## src/rtl/ps2_rx_fifo.sv

```systemverilog
// ps2_rx_fifo: PS/2 device-to-host receiver with glitch filter, frame checks, watchdog and show-ahead FIFO.
// Optional make/break prefix decoding is enabled by defining PS2_RX_BREAK_DECODE_EN.
module ps2_rx_fifo #(
  parameter int DEPTH      = 8,
  parameter int FILTER_LEN = 4,
  parameter int TIMEOUT    = 50000
) (
  input  logic                     clk,
  input  logic                     clrn,
  input  logic                     ps2_clk,
  input  logic                     ps2_data,
  input  logic                     nextdata_n,
  input  logic                     clr_err,
  output logic [9:0]               data,
  output logic                     ready,
  output logic [$clog2(DEPTH):0]   level,
  output logic                     overflow,
  output logic                     parity_err,
  output logic                     frame_err
);
  localparam int AW = $clog2(DEPTH);
  localparam int LW = AW + 1;
  localparam int FW = $clog2(FILTER_LEN + 1);
  localparam int TW = $clog2(TIMEOUT + 1);
  localparam logic [FW-1:0] FMAX = FW'(FILTER_LEN - 1);
  localparam logic [TW-1:0] TMAX = TW'(TIMEOUT - 1);
  localparam logic [LW-1:0] FULL = LW'(DEPTH);

  typedef enum logic [1:0] {IDLE, DATA, PARITY, STOP} state_t;

  state_t         st;
  logic [1:0]     ck_s, dt_s;
  logic           filt, stb, sbit, par;
  logic [FW-1:0]  fcnt;
  logic [TW-1:0]  wd;
  logic [2:0]     bcnt;
  logic [7:0]     shreg;
  logic [9:0]     mem [DEPTH];
  logic [AW-1:0]  wr_ptr, rd_ptr;
  logic           at_stop, good, bad_par, bad_stop, tmo, push, pop, wr_ok, ovf_set;
  logic [9:0]     wdata;

  assign at_stop  = stb && st == STOP;
  assign good     = at_stop && sbit && ^{shreg, par};
  assign bad_par  = at_stop && !(^{shreg, par});
  assign bad_stop = at_stop && !sbit;
  assign tmo      = st != IDLE && !stb && wd == TMAX;
  assign pop      = !nextdata_n && level != '0;
  assign wr_ok    = push && (level != FULL || pop);
  assign ovf_set  = push && level == FULL && !pop;
  assign data     = mem[rd_ptr];
  assign ready    = level != '0;

`ifdef PS2_RX_BREAK_DECODE_EN
  logic ext, brk, is_pfx;
  assign is_pfx = shreg == 8'hE0 || shreg == 8'hF0;
  assign push   = good && !is_pfx;
  assign wdata  = {ext, brk, shreg};
  // Prefix bytes arm the pending flags; the next good code byte or any error consumes them.
  always_ff @(posedge clk or negedge clrn)
    if (!clrn) begin
      ext <= 1'b0;
      brk <= 1'b0;
    end else if (good) begin
      ext <= shreg == 8'hE0 ? 1'b1 : shreg == 8'hF0 ? ext : 1'b0;
      brk <= shreg == 8'hF0 ? 1'b1 : shreg == 8'hE0 ? brk : 1'b0;
    end else if (bad_par || bad_stop || tmo) begin
      ext <= 1'b0;
      brk <= 1'b0;
    end
`else
  assign push  = good;
  assign wdata = {2'b00, shreg};
`endif

  // Synchronise both lines, debounce the clock and emit a strobe on each filtered falling edge.
  always_ff @(posedge clk or negedge clrn)
    if (!clrn) begin
      ck_s <= 2'b11;
      dt_s <= 2'b11;
      filt <= 1'b1;
      fcnt <= '0;
      stb  <= 1'b0;
      sbit <= 1'b1;
    end else begin
      ck_s <= {ck_s[0], ps2_clk};
      dt_s <= {dt_s[0], ps2_data};
      stb  <= 1'b0;
      if (ck_s[1] == filt) fcnt <= '0;
      else if (fcnt == FMAX) begin
        filt <= ck_s[1];
        fcnt <= '0;
        stb  <= !ck_s[1];
        sbit <= dt_s[1];
      end else fcnt <= fcnt + 1'b1;
    end

  // Frame deserialiser with a watchdog that abandons a stalled frame.
  always_ff @(posedge clk or negedge clrn)
    if (!clrn) begin
      st    <= IDLE;
      bcnt  <= '0;
      shreg <= '0;
      par   <= 1'b0;
      wd    <= '0;
    end else if (stb) begin
      wd <= '0;
      case (st)
        IDLE: if (!sbit) begin
          st   <= DATA;
          bcnt <= '0;
        end
        DATA: begin
          shreg <= {sbit, shreg[7:1]};
          bcnt  <= bcnt + 1'b1;
          if (bcnt == 3'd7) st <= PARITY;
        end
        PARITY: begin
          par <= sbit;
          st  <= STOP;
        end
        STOP: st <= IDLE;
      endcase
    end else if (tmo) begin
      st <= IDLE;
      wd <= '0;
    end else if (st != IDLE) wd <= wd + 1'b1;

  // FIFO storage, occupancy and sticky error flags; a new error beats a simultaneous clear.
  always_ff @(posedge clk or negedge clrn)
    if (!clrn) begin
      for (int i = 0; i < DEPTH; i++) mem[i] <= '0;
      wr_ptr     <= '0;
      rd_ptr     <= '0;
      level      <= '0;
      overflow   <= 1'b0;
      parity_err <= 1'b0;
      frame_err  <= 1'b0;
    end else begin
      if (wr_ok) begin
        mem[wr_ptr] <= wdata;
        wr_ptr      <= wr_ptr + 1'b1;
      end
      if (pop) rd_ptr <= rd_ptr + 1'b1;
      level      <= level + LW'(wr_ok) - LW'(pop);
      overflow   <= ovf_set || (overflow && !clr_err);
      parity_err <= bad_par || (parity_err && !clr_err);
      frame_err  <= bad_stop || tmo || (frame_err && !clr_err);
    end
endmodule

```

## config.mk

```make
export PLATFORM = sky130hd
export DESIGN_NAME = ps2_rx_fifo
export DESIGN_NICKNAME = d
export VERILOG_FILES = /design/src/rtl/ps2_rx_fifo.sv
export SDC_FILE = /design/constraint.sdc
export NUM_CORES = 1
export LEC_CHECK = 0
export CORE_UTILIZATION = 35
export DETAILED_ROUTE_END_ITERATION = 16
export PLACE_DENSITY = 0.49
export SLEW_MARGIN = 30
export SYNTH_ARGS = -nofsm -noshare
export SYNTH_HDL_FRONTEND = slang
export SYNTH_SLANG_ARGS = --single-unit
```

## constraint.sdc

```tcl
create_clock -name clk -period 3 [get_ports clk]
set_input_delay 0.6 -clock clk [delete_from_list [all_inputs] [get_ports clk]]
set_output_delay 0.6 -clock clk [all_outputs]
set_load 0.02 [all_outputs]
```

==> results.ini, run 1 <==
[yosys]
synth_edf_count=0
yosys-top-cells-count=dfrtp_1, mux2_2, nor2_1, mux2_4, o2111ai_1
synth-main-ff-cell=dfrtp_1
synth_area_per_cell_um2=13.8
yosysMostFrequentCell=dfrtp_1
syn-instance-count=429
ys_seq_elements=117
ys_types=56
synth_warnings=0
async_flop_share_pct=100
syn_area_mm2=0.00591
synth_top_area_share_pct=47.0
synth.area.top_cells=dfrtp_1, mux2_2, mux4_2, mux2_4, ha_1
ys_seq_area_share_pct=49.7
synth.largest_area_cell=dfrtp_1

[setup_path]
cp-start-kind=flop
critPathMaxStageDelay_ps=530
worst_ep_required_time_ps=2400
cp_slowest_cell=clkdlybuf4s50_1
crit_buf_inv=2
crit_family=multiplexers
end_kind=primary output
regToRegSetupSlack_ps=330
critPathKind=flop to primary output
crit_fanout=18
ff2ff_path_depth=7
worst_ep_arrival_time_ps=2310
reg2reg_from=shreg[1]
reg2reg_to=level[2]
path_cells=buf_12 > mux4_2 > mux2_2 > clkdlybuf4s50_1

[worst_hold_path]
min_path_type=primary input to async pin

[floorplanning]
die-area_mm2=0.0174
fp.dieW_um=132
num_rows=47
io_pins=24
die_h_um=132
start_util_pct=35.8
core-area_mm2=0.0165

[global_route]
grt_pass1_vias=3724
grt_most_used_layer=met2
use_met1_pct=20.1
track_usage_pct=15.4
use_met3_pct=3.96
grt_pass1_wl_mm=20.4
grtUsageMet2_pct=25.0
antenna_found_initial=0
grt_max_degree=54
overflow=0

[sta]
fin_setup_tns_ps=0
period_share_pct=97.0
worst_slew_pin_slew_ps=721
max_freq_mhz=344
fin_crit_ps=2910
slew_viol_final=0
finalClockSkew_ps=8.10
relSlewSlack_pct=51.9
rsz0062_at_grt=false
setup_violations=0
worst_slack_ps=90.1
hold_viol_final=0

[placed_design]
numPortBuffers=21
dp.final_hpwl_mm=7.74
place_ws_ps=311
place.gp.congestion=0.727

[pwr]
vdd_drop_max_uv=390
p_leak_nw=3.31
powerDensity_mw_per_mm2=671

[route]
antenna_left=0
drc=0
wire_per_inst_um=17.2
detail_route.vias_per_cell=5.04
wl_mm=12.0
drtIter0Drc=101
vias=3500
drt_first_pass_iters=4

[clock_network]
cts_buffer_depth=2
h-tree-depth=4
post_cts_buffers=0
worstSkewPairLatency_ps=410
clock_sinks=117
cts_tree=done
cts.clk_slew.worst_paths_ps=50
cts_made_buffers=17
cts-root-buf=clkbuf_16

[final_layout]
drive_above_1_share_pct=35.9
finalCoreUtilization_pct=42.2
insertedDiodeCount=0
synthToLayoutAreaGrowth_pct=18.1
nets=487

[run_status]
status=complete, no violations

[run]
cap_viol_max_count=0

[power by group]
part           switching (mW)  internal [mW]  total (mW)
combinational           0.575          0.461        1.04
clock                   0.654           1.13        1.78
sequential              0.137           1.72        1.86
total                    1.37           3.31        4.68
[routing by layer]
layer | wire length, µm | part of all wire, % | vias up
li1 | - | - | 1646
met3 | 237 | 2.0 | 11
met2 | 5890 | 49 | 31
met4 | 164 | 1.4 | 0
met1 | 5660 | 47 | 1812
met5 | 0 | 0 | -
[layout make-up]
type | instances | area [µm²]
clock buffers | 21 | 450
clock inverters | 7 | 60.1
fillers | 1515 | 9550
inverters | 12 | 45.0
multi-input cells | 273 | 2800
flip-flops and latches | 117 | 2940
well taps | 220 | 275
repair buffers | 44 | 412
[cell usage in the layout (no fill, tap or decap), drive strengths merged, types with 3 or more instances in the layout]
| master | instances |
|---|---|
| inv | 12 |
| dlygate4sd2 | 3 |
| xor2 | 7 |
| nor2b | 4 |
| mux2 | 89 |
| o2111ai | 18 |
| dlymetal6s2s | 4 |
| o21ai | 6 |
| mux4 | 16 |
| mux2i | 9 |
| clkbuf | 21 |
| a21oi | 4 |
| nor2 | 20 |
| nor3 | 6 |
| xnor2 | 17 |
| clkinv | 6 |
| clkdlybuf4s50 | 13 |
| nor4 | 3 |
| nand2 | 16 |
| dfrtp | 111 |
| buf | 24 |
| ha | 15 |
| dfstp | 6 |
| or3 | 3 |
| nand4 | 3 |
[cells by family after synthesis]
kind of cell,Yosys count,share of synthesized area (%)
buf+inv,40,3.01
simple gates,75,6.95
fa+ha+maj,16,3.52
flops,117,49.7
xor+xnor,27,4.74
other cells,1,0.0635
mux,114,27.0
compound gates,39,5.04
[worst max-delay path by stage]
stage | startpoint | endpoint | slack (ps) | cells past startpoint
global route | rd_ptr[0] | data[0] | 8 | 4
finish | rd_ptr[0] | data[0] | 90 | 4
CTS | rd_ptr[0] | data[4] | 20 | 4
floorplan | shreg[1] | level[2] | 320 | 8
global placement | shreg[5] | level[2] | 380 | 7
detailed placement | nextdata_n | mem[76] | 310 | 6
[registers in the layout, summed over array words and instances, names as in the netlist, 2 cells and up]
signal  cells
bcnt        3
ck_s        2
dt_s        2
fcnt        3
level       4
mem        64
rd_ptr      3
shreg       8
st          2
wd         16
wr_ptr      3
[through the flow]
step,area (µm²),hold slack [ps],instances,power [mW]
global placement,6460,346,666,2.93
detailed placement,6460,347,666,2.95
global route,6980,304,694,4.97
CTS,6970,272,694,4.76
floorplan,5910,304,430,2.59
finish,6980,244,694,4.68
[repair_timing]
item / in CTS / in global routing
gates cloned: 0 / 0
hold buffers: 0 / 0
pin swaps: 0 / 0
endpoints found under the hold margin: 0 / 0
setup endpoints to repair: 3 / 4
gates resized for setup: 3 / 4
Power figures use the tool's default switching activity.
==> run 2, diff against run 1 <==
- CORE_UTILIZATION: 35 -> 30
- PLACE_DENSITY: 0.49 -> 0.43
==> run 2 against run 1 <==
- maximum frequency grew 4.9%
- final area rose by 1.5%
- sequential share of layout area is 0.64 points lower
- power grew 5.1%
- largest cell class unchanged
- highest routed layer unchanged
==> results.ini, run 2 (synthesis results as in run 1) <==
[clock_network]
clock_sinks=117
cts.clk_slew.worst_paths_ps=60
hold_buffers=0
h-tree-depth=4
worstSkewPairLatency_ps=420
cts_tree=done
cts_buffer_depth=2
cts_made_buffers=17
cts-root-buf=clkbuf_16

[final_layout]
multi_input_area_mm2=0.00280
final_cell_mix=dfrtp_1, mux2_2, nor2_1, buf_4
finalCoreUtilization_pct=37.3
drive_above_1_share_pct=36.8
register_area_mm2=0.00294
insertedDiodeCount=0
design_area_mm2=0.00708
largest_register_ffs=64
nFillCells=1867
top_register=mem
top_regs=mem: 64 flops, wd: 16 flops, shreg: 8 flops
synthToLayoutAreaGrowth_pct=19.9
nets=485
mostFrequentLayoutCell=dfrtp_1

[run_status]
status=complete, no violations

[pwr]
power.total_mw=4.92
vdd_drop_max_uv=366
powerDensity_mw_per_mm2=694
p_leak_nw=3.30

[route]
drt_first_pass_iters=4
wire_per_inst_um=16.9
detail_route.vias_per_cell=4.75
antenna_left=0
drc=0
drtIter0Drc=133
wl_mm=12.4
vias=3495

[placed_design]
place.gp.congestion=0.725
dp.final_hpwl_mm=8.30
placed_cell_area_mm2=0.00649
numPortBuffers=21

[global_route]
use_met3_pct=3.70
use_met1_pct=18.3
antenna_found_initial=0
grtUsageMet2_pct=21.6
grt_pass1_wl_mm=20.9
track_usage_pct=13.8
overflow=0
grt_max_degree=58
grt_most_used_layer=met2
grt_pass1_vias=3800

[setup_path]
regToRegSetupSlack_ps=380
end_kind=primary output
cp-start-kind=flop
reg2reg_to=level[2]
critPathKind=flop to primary output
critPathMaxStageDelay_ps=570
cp_slowest_cell=mux4_2
crit_family=multiplexers
reg2reg_from=shreg[1]
path_cells=buf_12 > mux4_2 > mux2_2 > dlygate4sd2_1
worst_ep_required_time_ps=2400
crit_buf_inv=2
ff2ff_path_depth=7
worst_ep_arrival_time_ps=2170
crit_fanout=18

[floorplanning]
fp.dieW_um=142
core-area_mm2=0.0190
io_pins=24
start_util_pct=31.1
die_h_um=142
die-area_mm2=0.0203
num_rows=50

[sta]
finalClockSkew_ps=10.6
worst_slew_pin_slew_ps=608
period_share_pct=92.5
fin_crit_ps=2770
max_freq_mhz=361
rsz0062_at_grt=false
relSlewSlack_pct=59.4
slew_viol_final=0
hold_viol_final=0
setup_violations=0
whs_ps=184
fin_setup_tns_ps=0

[run]
cap_viol_max_count=0

[worst_hold_path]
min_path_type=primary input to async pin

## run 2: cell types whose count changed in the layout (fill, tap and decap cells not counted)
cell             change
inv_6                +2
bufinv_16            +1
dlymetal6s2s_1       -2
clkinv_4             +4
clkinvlp_4           +4
clkinv_2             -4
clkdlybuf4s50_1      -1
clkbuf_1             -3
dlygate4sd2_1        +3
buf_4                -2
## run 2: area by class of cell
cell class / count / share of cell area, %
inverters: 12 / 0.636
clock buffers: 18 / 6.20
multi-input cells: 273 / 39.5
clock inverters: 14 / 2.15
repair buffers: 42 / 5.48
well taps: 260 / 4.59
flip-flops and latches: 117 / 41.4
## run 2: timing repair
item | in CTS | in global routing
buffers inserted | 0 | 0
pin swaps | 0 | 0
hold endpoints to repair | 0 | 0
resized for setup | 6 | 2
endpoints found under the setup margin | 6 | 2
## run 2: power breakdown
group	internal [mW]	leakage [nW]	switching, mW	total, mW
clock	1.25	0.279	0.767	2.02
sequential	1.72	1.59	0.131	1.85
combinational	0.457	1.44	0.593	1.05
total	3.43	3.30	1.49	4.92
## run 2: routing by layer
layer / vias up / routed length, µm
met5: - / 0
met4: 0 / 174
met3: 15 / 363
met2: 42 / 5830
met1: 1795 / 6050
li1: 1643 / -
## run 2: through the flow
stage | worst slack [ps] | cells
3_5_place_dp | 233 | 704
5_1_grt | 158 | 736
2_1_floorplan | 318 | 430
3_3_place_gp | 261 | 704
6_report | 226 | 736
4_1_cts | 2.60 | 736
## run 2: how the worst max path moves through the flow
stage / cells after the start / start / slack [ps] / end
after detailed placement: 6 / nextdata_n / 230 / mem[32]
after global placement: 6 / nextdata_n / 260 / mem[76]
final: 4 / rd_ptr[0] / 230 / data[0]
after global routing: 4 / rd_ptr[0] / 160 / data[2]
after floorplan: 8 / shreg[1] / 320 / level[2]
after CTS: 4 / rd_ptr[0] / 3 / data[3]
